===== src/rtl/cic_dec_ctrl.sv =====
// Sequencing controller for the CIC decimator: input-sample strobe, decimation strobe,
// datapath clear and comb warm-up suppression, with run-time changes of the decimation factor.
module cic_dec_ctrl #(
   parameter int CLK_DIV        = 3,
   parameter int Q              = 3,
   parameter int MAX_LOG2_D     = 4,
   parameter int DEFAULT_LOG2_D = 0
) (
   input  logic       clk,
   input  logic       rst_n,
   input  logic       enable,
   input  logic       cfg_valid,
   input  logic [2:0] cfg_log2_d,
   output logic       cfg_ready,
   output logic       cfg_err,
   output logic       integ_en,
   output logic       dec_en,
   output logic       cic_clear,
   output logic       out_valid,
   output logic [2:0] log2_d_active,
   output logic [1:0] state
);

   localparam int WW = (Q < 1) ? 1 : $clog2(Q + 1);
   localparam int DW = MAX_LOG2_D + 1;
   localparam logic [1:0]    PH_LAST  = 2'(CLK_DIV - 1);
   localparam logic [WW-1:0] WARM_MAX = WW'(Q);

   typedef enum logic [1:0] {
      S_IDLE  = 2'b00,
      S_CLEAR = 2'b01,
      S_RUN   = 2'b10
   } state_t;

   state_t                state_q, state_d;
   logic [1:0]            phase_q, phase_d;
   logic [MAX_LOG2_D-1:0] decim_q, decim_d;
   logic [WW-1:0]         warm_q, warm_d;
   logic                  pend_q, pend_d;
   logic [2:0]            pend_val_q, pend_val_d;
   logic [2:0]            log2_d_q, log2_d_d;
   logic                  cfg_ready_q, cfg_ready_d;
   logic                  cfg_err_q, cfg_err_d;
   logic                  integ_en_q, integ_en_d;
   logic                  dec_en_q, dec_en_d;
   logic                  cic_clear_q, cic_clear_d;
   logic                  out_valid_q, out_valid_d;
   logic                  cfg_legal;

   // Terminal value of the decimation counter for a given log2(D).
   function automatic logic [MAX_LOG2_D-1:0] d_max(input logic [2:0] l2);
      logic [DW-1:0] one_hot;
      one_hot = DW'(1) << l2;
      return MAX_LOG2_D'(one_hot - DW'(1));
   endfunction

   assign cfg_legal = (cfg_log2_d <= 3'(MAX_LOG2_D));

   always_comb begin
      state_d    = state_q;
      phase_d    = phase_q;
      decim_d    = decim_q;
      warm_d     = warm_q;
      pend_d     = pend_q;
      pend_val_d = pend_val_q;
      log2_d_d   = log2_d_q;
      cfg_err_d  = 1'b0;

      case (state_q)
         S_IDLE: begin
            phase_d = '0;
            decim_d = '0;
            warm_d  = '0;
            // A fresh config offered here supersedes one carried over from RUN.
            if (cfg_valid && cfg_legal)
               log2_d_d = cfg_log2_d;
            else if (pend_q)
               log2_d_d = pend_val_q;
            pend_d    = 1'b0;
            cfg_err_d = cfg_valid && !cfg_legal;
            if (enable)
               state_d = S_CLEAR;
         end
         S_CLEAR: begin
            phase_d = '0;
            decim_d = '0;
            warm_d  = '0;
            if (pend_q) begin
               log2_d_d = pend_val_q;
               pend_d   = 1'b0;
            end
            state_d = enable ? S_RUN : S_IDLE;
         end
         S_RUN: begin
            phase_d = (phase_q == PH_LAST) ? 2'd0 : phase_q + 2'd1;
            if (integ_en_q)
               decim_d = (decim_q == d_max(log2_d_q)) ? '0 : decim_q + 1'b1;
            if (dec_en_q && (warm_q != WARM_MAX))
               warm_d = warm_q + 1'b1;
            if (cfg_valid && cfg_ready_q) begin
               if (cfg_legal) begin
                  pend_d     = 1'b1;
                  pend_val_d = cfg_log2_d;
               end else begin
                  cfg_err_d = 1'b1;
               end
            end
            // pend_q is still low in the accept cycle, so that cycle's dec_en never applies it.
            if (dec_en_q && pend_q)
               state_d = S_CLEAR;
            else if (!enable)
               state_d = S_IDLE;
         end
         default: state_d = S_IDLE;
      endcase

      integ_en_d  = (state_d == S_RUN) && (phase_d == PH_LAST);
      dec_en_d    = integ_en_d && (decim_d == d_max(log2_d_d));
      out_valid_d = dec_en_q && (warm_q == WARM_MAX) && (state_d != S_IDLE);
      cic_clear_d = (state_d == S_CLEAR);
      cfg_ready_d = (state_d == S_IDLE) || ((state_d == S_RUN) && !pend_d);
   end

   always_ff @(posedge clk or negedge rst_n) begin
      if (!rst_n) begin
         state_q     <= S_IDLE;
         phase_q     <= '0;
         decim_q     <= '0;
         warm_q      <= '0;
         pend_q      <= 1'b0;
         pend_val_q  <= '0;
         log2_d_q    <= 3'(DEFAULT_LOG2_D);
         cfg_ready_q <= 1'b1;
         cfg_err_q   <= 1'b0;
         integ_en_q  <= 1'b0;
         dec_en_q    <= 1'b0;
         cic_clear_q <= 1'b0;
         out_valid_q <= 1'b0;
      end else begin
         state_q     <= state_d;
         phase_q     <= phase_d;
         decim_q     <= decim_d;
         warm_q      <= warm_d;
         pend_q      <= pend_d;
         pend_val_q  <= pend_val_d;
         log2_d_q    <= log2_d_d;
         cfg_ready_q <= cfg_ready_d;
         cfg_err_q   <= cfg_err_d;
         integ_en_q  <= integ_en_d;
         dec_en_q    <= dec_en_d;
         cic_clear_q <= cic_clear_d;
         out_valid_q <= out_valid_d;
      end
   end

   assign cfg_ready     = cfg_ready_q;
   assign cfg_err       = cfg_err_q;
   assign integ_en      = integ_en_q;
   assign dec_en        = dec_en_q;
   assign cic_clear     = cic_clear_q;
   assign out_valid     = out_valid_q;
   assign log2_d_active = log2_d_q;
   assign state         = state_q;

endmodule


===== config.mk =====
export PLATFORM = sky130hd
export DESIGN_NAME = cic_dec_ctrl
export DESIGN_NICKNAME = d
export VERILOG_FILES = /design/src/rtl/cic_dec_ctrl.sv
export SDC_FILE = /design/constraint.sdc
export NUM_CORES = 1
export LEC_CHECK = 0
export CORE_MARGIN = 8
export CORE_UTILIZATION = 56
export CTS_BUF_LIST = sky130_fd_sc_hd__clkbuf_4 sky130_fd_sc_hd__clkbuf_8
export CTS_CLUSTER_SIZE = 8
export DETAILED_ROUTE_END_ITERATION = 7
export PLACE_DENSITY = 0.89
export SYNTH_ARGS = -nofsm -noshare
export SYNTH_HDL_FRONTEND = slang
export SYNTH_SLANG_ARGS = --single-unit
export TNS_END_PERCENT = 100

===== constraint.sdc =====
create_clock -name clk -period 3.74 [get_ports clk]
set_clock_uncertainty 0.05 [all_clocks]
set_input_delay 0.561 -clock clk [delete_from_list [all_inputs] [get_ports clk]]
set_output_delay 0.561 -clock clk [all_outputs]
set_load 0.02 [all_outputs]

==> metrics.md, run 1 <==
| Metric | Value |
|---|---|
| Distinct cells, synth | 41 |
| Total CTS buffers | 3 |
| Critical path peak fanout | 5 |
| Final setup margin | a little over 600 ps |
| DRC viols | 0 |
| Initial Util | 56.8% |
| Crit-path cells | clkdlybuf4s50_1 > nor2b_1 > a21o_1 > o21ai_0 > or3_1 > ha_1 > nand2b_1 > nor2_1 > a211o_1 > o21ai_0 > a211oi_2 |
| Final GP Congestion | 0.904 |
| Final setup fails | 0 |
| Critical register-to-register path startpoint | log2_d_active[2] |
| Critical Path RT | 3910 ps |
| Post-CTS Setup Inserts | 0 |
| Fraction of layout cells with a size suffix above 1 | between 10% and 20% |
| Syn avg cell area | a little under 10 um^2 |
| Post-route cell area | 1580 um^2 |
| Slew Viols, Final | 0 |
| Fmax | 320 MHz |
| Core area | 2390 um^2 |
| Initial antenna violation count | 0 |
| Setup TNS | 0 ps |
| Slew margin rel. | roughly 31% |
| # clock sinks | 23 |
| Reg-to-reg slack, setup | just under 800 ps |
| Hpwl dp | around 2400 um |
| Dpl cell area | 1550 um^2 |
| Max-cap violations | 0 |
| Final period util | approximately 83% |
| Crit path launch | cfg_valid |
| Crit path DAT | between 3000 and 4000 ps |
| Crit path kind | in -> reg |
| Layout Nets | 170 |
| #FFs+latches synth | 23 |
| # IOs | 18 |
| Cells after synthesis | 140 |
| Part of the Yosys area used for sequential elements | a little over two fifths |
| Clk Latency, worst-skew pair | 320 ps |
| Final Critical Period | approximately 3100 ps |
| Slowest-stage cell, CP | clkdlybuf4s50_1 |
| Detail Route Antenna Nets | 0 |
| Mean routed wirelength per cell | 17.4 um |
| First-pass iteration count of the detailed router | 4 |
| Max incr delay on CP | 480 ps |
| CP startpoint kind | primary input |
| Port Buffer Count | 17 |
| Reg clk slew, reported paths | approximately 130 ps |
| Finished Layout Cells | 188 |
| H-tree lvl count | 1 |
| Detailed-route via count | about 1100 |
| Die ar. | 4250 um^2 |
| Post_cts resized | 0 |
| Hold WC Path Type | reg -> reg |
| DR iter-0 viols | 52 |
| CTS Buffer Depth | 2 |
| Ant diodes | 0 |
| Max IR drop VDD | 301 uV |
| RSZ-0062 raised after global routing | false |
| Status | completed |
| Site Rows | 18 |
| Critical path's most frequent cell | o21ai_0 |
| Power Density | 451 nW/um^2 |
| Actual slew at the worst max-slew pin | 1040 ps |
| Worst r2r dst | dec_en |
| Dominant cells by area after synthesis | dfrtp_1, a21oi_1, ha_1 |
| Reg2Reg Depth | 8 |
| Final Hold Viols | 0 |
| Layout Area Growth over Synthesis | 16.6% |
| Root Buffer Master | clkbuf_4 |
| Number of global-route vias before repair | 1153 |
| Total wire length | 3280 um |
| DIE WIDTH | 65.2 um |
| Global-route usage over all layers | 15.8% |
| LEAKAGE | 0.676 nW |
| First-pass GRT wire length | between 5000 and 6000 um |
| Gr ovfl total | 0 |
| Hold Buf Count CTS | 0 |
| Crit end category | register |
| Cell Area, Synth | 1360 um^2 |
| Area share of the largest cell type after synthesis | 40.6% |
| Overall power | 714 uW |
| Area leader, netlist | dfrtp_1 |
| Crit path to | dec_en |
| CTS tree | done |
| Largest net degree at the start of global routing | 24 |
| Via density per instance | 6.11 |
| Placed Instances | approximately 180 |
| Syn. warnings | 0 |
| Place WS | 331 ps |
| Die Height | 65.2 um |
| Syn Nets | 151 |
## worst max-delay path: cells and delay by family
kind / cells / cell delay (ps)
buffers and inverters: 1 / 480
adder cells (fa/ha/maj): 1 / 340
AND/OR/NAND/NOR: 4 / 950
AO/OA/AOI/OAI: 5 / 960
## area by class of cell
class	instances	area, um^2
clock buffers	4	30.0
fillers	208	806
inverters	2	7.51
multi-input cells	110	744
flip-flops and latches	23	577
well taps	30	37.5
repair buffers	19	185
## state kept, by name (all words and copies together), names as in the netlist
name           count
cfg_err            1
cfg_ready          1
cic_clear          1
dec_en             1
decim_q            4
integ_en           1
log2_d_active      3
out_valid          1
pend_q             1
pend_val_q         3
phase_q            2
state              2
warm_q             2
## cells by family after synthesis
logic type	synth area share, %
AOI/OAI and AO/OA	17.8
buffers and inverters	2.58
and+or+nand+nor	22.2
adders and majority gates	3.69
xor gates and xnor gates	4.89
muxes	6.27
DFF	42.5
## synth_stat cells, drive strengths merged
cell	instances
nand2b	3
o21bai	1
and2	4
a211oi	2
a31oi	2
mux2	4
a221oi	4
xnor3	1
xor2	3
clkbuf	3
mux2i	4
nand2	11
nor2	13
and3	1
a21o	2
a21oi	10
dfrtp	22
nand3	4
ha	4
dfstp	1
or3	3
nor3b	3
inv	2
or3b	2
nor2b	5
nor3	3
or4	1
xnor2	2
o211a	2
a211o	3
or2	1
o21ai	8
o32ai	1
buf	2
nand4	3
## power by group
part           switching, mW  internal [mW]
Clock                 0.0786         0.0490
Combinational          0.132          0.132
Sequential            0.0408          0.281
Total                  0.252          0.462
## layout by cell type, fill, tap and decap left out, types with 2 or more instances in the layout
cell and instances:
a211o_1 3, a21o_1 2, a21oi_1 10, a221oi_1 3, a31oi_1 2, and2_1 3, buf_4 2, clkbuf_4 4
clkdlybuf4s50_1 17, dfrtp_1 22, ha_1 4, inv_1 2, mux2_2 4, mux2i_1 4, nand2_1 11, nand2b_1 3
nand3_1 4, nand4_1 3, nor2_1 13, nor2b_1 5, nor3_1 3, nor3b_1 3, o211a_1 2, o21ai_0 6
o21ai_1 2, or3_2 2, or3b_2 2, xnor2_1 2, xor2_1 3
## through the flow
step | util, % | hold WS [ps]
2_1_floorplan | - | 215
3_3_place_gp | 65.0 | 447
3_5_place_dp | 65.0 | 459
4_1_cts | 66.2 | 477
5_1_grt | 66.2 | 507
6_report | 66.2 | 476
## metal layers
layer | vias to the layer above | routed length, um | share of wire [%] | GRT usage (%)
met5 | - | 0 | 0 | 0
met4 | 0 | 51 | 1.6 | 4.90
met3 | 7 | 145 | 4.4 | 2.89
met2 | 40 | 1730 | 53 | 27.2
met1 | 555 | 1350 | 41 | 19.4
li1 | 546 | - | - | -
## worst min-delay path by stage
stage | startpoint | end | slack (ps) | depth (start not counted)
detailed placement | pend_val_q[2] | pend_val_q[2] | 460 | 2
global route | pend_val_q[2] | pend_val_q[2] | 510 | 2
CTS | pend_val_q[2] | pend_val_q[2] | 480 | 2
finish | pend_val_q[2] | pend_val_q[2] | 480 | 2
global placement | pend_val_q[2] | pend_val_q[2] | 450 | 2
floorplan | rst_n | cfg_err | 220 | 0
Power figures use the tool's default switching activity.
==> run 2: changes to the inputs <==
Settings changed: CORE_UTILIZATION 56 to 51, PLACE_DENSITY 0.89 to 0.86.
Clock period 3.74 ns to 2.78 ns, I/O delays scaled along.
==> run 2 against run 1 <==
Total power rose by 46%; worst hold slack got worse by 93 ps; register-to-register slack got worse by 670 ps; setup slack got worse by 500 ps; via count rose by 5.2%; routed wire length fell by 3.4%; sequential cell count did not move; clock-buffer cell count fell by 1; critical path type is now reg -> reg; critical endpoint unchanged.
==> metrics.md, run 2 (same netlist as run 1, synthesis figures left out) <==
| Metric | Value |
|---|---|
| Status | completed (unchanged) |
| Fraction of layout cells with a size suffix above 1 | 26.1% (was 12.0%) |
| Util after Layout | 70.8% (was 66.2%) |
| Clk Latency, worst-skew pair | 320 ps (about the same) |
| Power Density | 589 nW/um^2 (was 451 nW/um^2) |
| Site Rows | 18 (unchanged) |
| Port Buffer Count | 17 (unchanged) |
| Total wire length | 3170 um (was 3280 um) |
| # clock sinks | 23 (unchanged) |
| Slew margin rel. | 74.9% (was 30.6%) |
| H-tree lvl count | 1 (unchanged) |
| Final period util | 95.7% |
| Final Hold Viols | 0 (unchanged) |
| Max-cap violations | 0 (unchanged) |
| Largest net degree at the start of global routing | 24 (unchanged) |
| Crit path kind | reg -> reg (was in -> reg) |
| Ant diodes | 0 (unchanged) |
| CTS Buffer Depth | 2 (unchanged) |
| CTS tree | done (unchanged) |
| Finished Layout Cells | 206 (was 188) |
| Total CTS buffers | 3 (unchanged) |
| Crit path DAT | 2830 ps (was 3290 ps) |
| Reg clk slew, reported paths | 140 ps (was 130 ps) |
| Gr ovfl total | 0 (unchanged) |
| Hold WC Path Type | in -> async (was reg -> reg) |
| FF/Latch Area | 578 um^2 (was 577 um^2) |
| Root Buffer Master | clkbuf_4 (unchanged) |
| Crit end category | register (unchanged) |
| DRC viols | 0 (unchanged) |
| First-pass iteration count of the detailed router | 4 (unchanged) |
| Max IR drop VDD | 576 uV (was 301 uV) |
| Global-route usage over all layers | 15.2% (was 15.8%) |
| Multi-input gate area | 797 um^2 (was 744 um^2) |
| Final setup fails | 0 (unchanged) |
| Commonest non-fill, non-tap cell in the layout | dfrtp_1 (unchanged) |
| Critical Path RT | 2940 ps (was 3910 ps) |
| First-pass GRT wire length | 5440 um (was 5370 um) |
| Initial antenna violation count | 0 (unchanged) |
| Final Critical Period | about 2700 ps |
| Via density per instance | 5.86 (was 6.11) |
| Die Height | 67.6 um (was 65.2 um) |
| Layout Area Growth over Synthesis | 30.5% (was 16.6%) |
| Detailed-route via count | 1208 (was 1148) |
| Mean routed wirelength per cell | 15.4 um (was 17.4 um) |
| Core area | 2500 um^2 (was 2390 um^2) |
| Slew Viols, Final | 0 (unchanged) |
| Number of global-route vias before repair | 1217 (was 1153) |
| Detail Route Antenna Nets | 0 (unchanged) |
| DR iter-0 viols | 49 (was 52) |
| Placed Instances | 198 (was 184) |
| Initial Util | 54.3% (was 56.8%) |
| Actual slew at the worst max-slew pin | 375 ps (was 1040 ps) |
| Fillers | 199 (was 208) |
| LEAKAGE | 0.767 nW (was 0.676 nW) |
| Final GP Congestion | 0.905 (was 0.904) |
| Most flop-heavy register | decim_q (unchanged) |
| Most frequent cells in the layout | dfrtp_1, buf_4, clkdlybuf4s50_1 (was dfrtp_1, clkdlybuf4s50_1, nor2_1) |
| CP startpoint kind | register (was primary input) |
| Layout Nets | 188 (was 170) |
| Die ar. | 4570 um^2 (was 4250 um^2) |
| Largest register FFs | 4 (unchanged) |
| Critical path peak fanout | 7 (was 5) |
| Hpwl dp | 2400 um (was 2450 um) |
| Fmax | 376 MHz |
| # IOs | 18 (unchanged) |
| DIE WIDTH | 67.6 um (was 65.2 um) |
run 2: stage by stage:
stage | setup TNS (ps) | cell area [um^2] | power [mW] | hold slack [ps] | setup WS, ps
4_1_cts | 0 | 1710 | 1.02 | 388 | 8.24
3_3_place_gp | -182 | 1660 | 0.810 | 448 | -182
6_report | 0 | 1770 | 1.04 | 384 | 119
3_5_place_dp | -314 | 1660 | 0.835 | 455 | -314
5_1_grt | -9.11 | 1770 | 1.12 | 412 | -9.11
2_1_floorplan | 0 | 1360 | 0.671 | 71.4 | 15.5
run 2: area by class of cell:
class                      instances  share of cell area (%)
multi-input combinational        110                    45.0
sequential                        23                    32.7
timing repair buffer              37                    18.1
tap                               30                    2.12
clock buffer                       3                    1.27
clock inverter                     1                   0.424
inverter                           2                   0.424
run 2: repair_timing:
action / in CTS / in global routing
hold buffers: 0 / 0
gates resized for setup: 2 / 11
setup buffers: 1 / 3
pin swaps: 1 / 1
endpoints found under the setup margin: 1 / 1
run 2: worst max-delay path, stage by stage (launching register included):
cell      delay, ps
dfrtp_2         480
or2_2           300
a221oi_2        240
a211oi_1         90
or3_1           370
ha_1            330
nand2b_1        150
nor2_2           50
a211o_1         290
o21ai_1         150
a211oi_2         50
run 2: worst paths after layout:
check,startpoint,end,slack [ps],depth (start not counted)
setup reg to reg,log2_d_active[2],dec_en,120,10
max in group asynchronous,rst_n,cfg_ready,2020,2
hold / removal,rst_n,cic_clear,380,2
hold reg to reg,pend_val_q[2],pend_val_q[2],470,2
min in group clk,pend_val_q[2],pend_val_q[2],470,2
setup / recovery,log2_d_active[2],dec_en,120,10
run 2: power by group:
group | leakage [nW] | internal, mW | switching [mW]
logic | 0.452 | 0.248 | 0.217
registers | 0.301 | 0.379 | 0.0367
clock network | 0.0139 | 0.0550 | 0.107
run 2: metal layers:
layer	GRT usage, %	part of all wire (%)	vias up
met1	17.2	43	590
met2	26.7	51	23
met5	0	0	-
li1	-	-	591
met4	4.44	1.0	0
met3	4.80	4.7	4
==> run 3: changes to the inputs <==
==> constraint.sdc (replaced) <==
create_clock -name clk -period 2.78 [get_ports clk]
set_clock_uncertainty 0.05 [all_clocks]
set_input_delay 0.278 -clock clk [delete_from_list [all_inputs] [get_ports clk]]
set_output_delay 0.278 -clock clk [all_outputs]
set_load 0.02 [all_outputs]
==> run 3 against run 2 <==
Core utilization rose by 0.050 points; sequential power about the same; via count up 0.33%; clock-buffer cell count did not move; largest cell class unchanged.
==> metrics.md, run 3 (same netlist as run 1, synthesis figures left out) <==
| Metric | Value |
|---|---|
| Status | completed (unchanged) |
| Core area | 2500 um^2 (unchanged) |
| Comb power frac | 45.2% (was 44.6%) |
| Slew margin rel. | 74.8% (was 74.9%) |
| Post-route cell area | 1770 um^2 (about the same) |
| H-tree lvl count | 1 (unchanged) |
| Port Buffer Count | 17 (unchanged) |
| Fmax | 371 MHz (was 376 MHz) |
| Critical path peak fanout | 5 (was 7) |
| Layout Nets | 188 (unchanged) |
| Final GP Congestion | 0.905 (unchanged) |
| Slew Viols, Final | 0 (unchanged) |
| Ant diodes | 0 (unchanged) |
| Final Critical Period | 2700 ps (was 2660 ps) |
| Detail Route Antenna Nets | 0 (unchanged) |
| Root Buffer Master | clkbuf_4 (unchanged) |
| Seq pwr share | 39.4% (was 39.9%) |
| Actual slew at the worst max-slew pin | 375 ps (about the same) |
| CTS tree | done (unchanged) |
| DR iter-0 viols | 38 (was 49) |
| Multi-input gate area | 798 um^2 (was 797 um^2) |
| Min Hold Slack | 247 ps (was 384 ps) |
| DRC viols | 0 (unchanged) |
| Via density per instance | 5.88 (was 5.86) |
| Gr ovfl total | 0 (unchanged) |
| FF/Latch Area | 578 um^2 (unchanged) |
| Max-cap violations | 0 (unchanged) |
| Initial antenna violation count | 0 (unchanged) |
| # clock sinks | 23 (unchanged) |
| CP startpoint kind | register (unchanged) |
| Fillers | 196 (was 199) |
| Hold WC Path Type | in -> async (unchanged) |
| Max IR drop VDD | 590 uV (was 576 uV) |
| Int Pwr | 689 uW (was 682 uW) |
| Die ar. | 4570 um^2 (unchanged) |
| CTS Buffer Depth | 2 (unchanged) |
| First-pass GRT wire length | 5440 um (unchanged) |
| Fraction of layout cells with a size suffix above 1 | 25.0% (was 26.1%) |
| RSZ-0062 raised after global routing | false |
| First-pass iteration count of the detailed router | 4 (unchanged) |
| Crit path DAT | 2890 ps (was 2830 ps) |
| Total wire length | 3270 um (was 3170 um) |
| Final period util | 97.0% (was 95.7%) |
| Power Density | 596 nW/um^2 (was 589 nW/um^2) |
| Commonest non-fill, non-tap cell in the layout | dfrtp_1 (unchanged) |
| Crit end category | register (unchanged) |
| Most frequent cells in the layout | dfrtp_1, buf_4, clkdlybuf4s50_1 (unchanged) |
| Final Hold Viols | 0 (unchanged) |
| Clock power share | 15.5% (about the same) |
| # IOs | 18 (unchanged) |
| Crit path kind | reg -> reg (unchanged) |
| Die Height | 67.6 um (unchanged) |
| Most flop-heavy register | decim_q (unchanged) |
| Critical Path RT | 2970 ps (was 2940 ps) |
| Switching power | 367 uW (was 360 uW) |
| Largest net degree at the start of global routing | 24 (unchanged) |
| LEAKAGE | 0.764 nW (was 0.767 nW) |
| Final setup fails | 0 (unchanged) |
| Number of global-route vias before repair | 1217 (unchanged) |
| Initial Util | 54.3% (unchanged) |
| Layout Area Growth over Synthesis | 30.6% (was 30.5%) |
| Detailed-route via count | 1212 (was 1208) |
| Reg clk slew, reported paths | 140 ps (about the same) |
| Dpl cell area | 1660 um^2 (unchanged) |
| Mean routed wirelength per cell | 15.9 um (was 15.4 um) |
| Total CTS buffers | 3 (unchanged) |
| Switch share | 34.8% (was 34.6%) |
| Clk Latency, worst-skew pair | 320 ps (about the same) |
| Largest register FFs | 4 (unchanged) |
| Global-route usage over all layers | 15.2% (unchanged) |
| Reg-to-reg slack, setup | 80 ps (was 120 ps) |
| Site Rows | 18 (unchanged) |
| Final setup margin | 82.4 ps (was 119 ps) |
| Place WS | -175 ps (was -314 ps) |
| DIE WIDTH | 67.6 um (unchanged) |
| Hpwl dp | 2400 um (unchanged) |
==> run 3: critical path: stages (launching register included) <==
cell and delay (ps):
dfrtp_1 400, buf_4 150, or3_4 370, ha_4 250, xor2_1 140, nand3_1 150
a221oi_2 60, or3_2 490, a211o_1 330, a211oi_2 230
==> run 3: power by group through the flow <==
stage	Clock, mW	Combinational, mW	Sequential, mW
global placement	0	0.389	0.421
floorplan	0	0.225	0.446
detailed placement	0	0.410	0.425
CTS	0.169	0.433	0.417
global route	0.185	0.521	0.423
finish	0.163	0.477	0.416
==> run 3: what timing repair did <==
action / CTS / global route
setup buffers: 1 / 3
setup endpoints to repair: 1 / 1
resized for setup: 2 / 9
hold buffers: 0 / 0
pin swaps: 1 / 1
gates cloned: 0 / 0
==> run 3: final timing paths <==
path / start / to / cells after the start
worst min register to register: pend_val_q[2] / pend_val_q[2] / 2
min in group clk: pend_val_q[2] / pend_val_q[2] / 2
worst max register to register: log2_d_active[0] / dec_en / 9
worst max-delay path: log2_d_active[0] / dec_en / 9
worst min-delay path: rst_n / cic_clear / 2
max in group asynchronous: rst_n / cfg_ready / 2
==> run 3: per-layer routing <==
layer | vias up | track usage, % | routed length [um]
li1 | 588 | - | -
met2 | 23 | 26.7 | 1690
met4 | 0 | 4.44 | 59
met5 | - | 0 | 0
met3 | 8 | 4.80 | 129
met1 | 593 | 17.2 | 1400
==> run 3: stage by stage <==
stage	std cells	util (%)	TNS, ps	power [mW]
after floorplan	140	-	0	0.671
after global placement	198	66.3	-42.6	0.810
after detailed placement	198	66.3	-175	0.835
after CTS	203	68.3	0	1.02
after global routing	206	70.9	0	1.13
final	206	70.9	0	1.06
==> run 3: final cells by class <==
cell class | instances | share of cell area (%)
well taps | 30 | 2.12
clock inverters | 1 | 0.424
repair buffers | 37 | 18.1
flip-flops and latches | 23 | 32.6
clock buffers | 3 | 1.27
multi-input cells | 110 | 45.1
inverters | 2 | 0.424
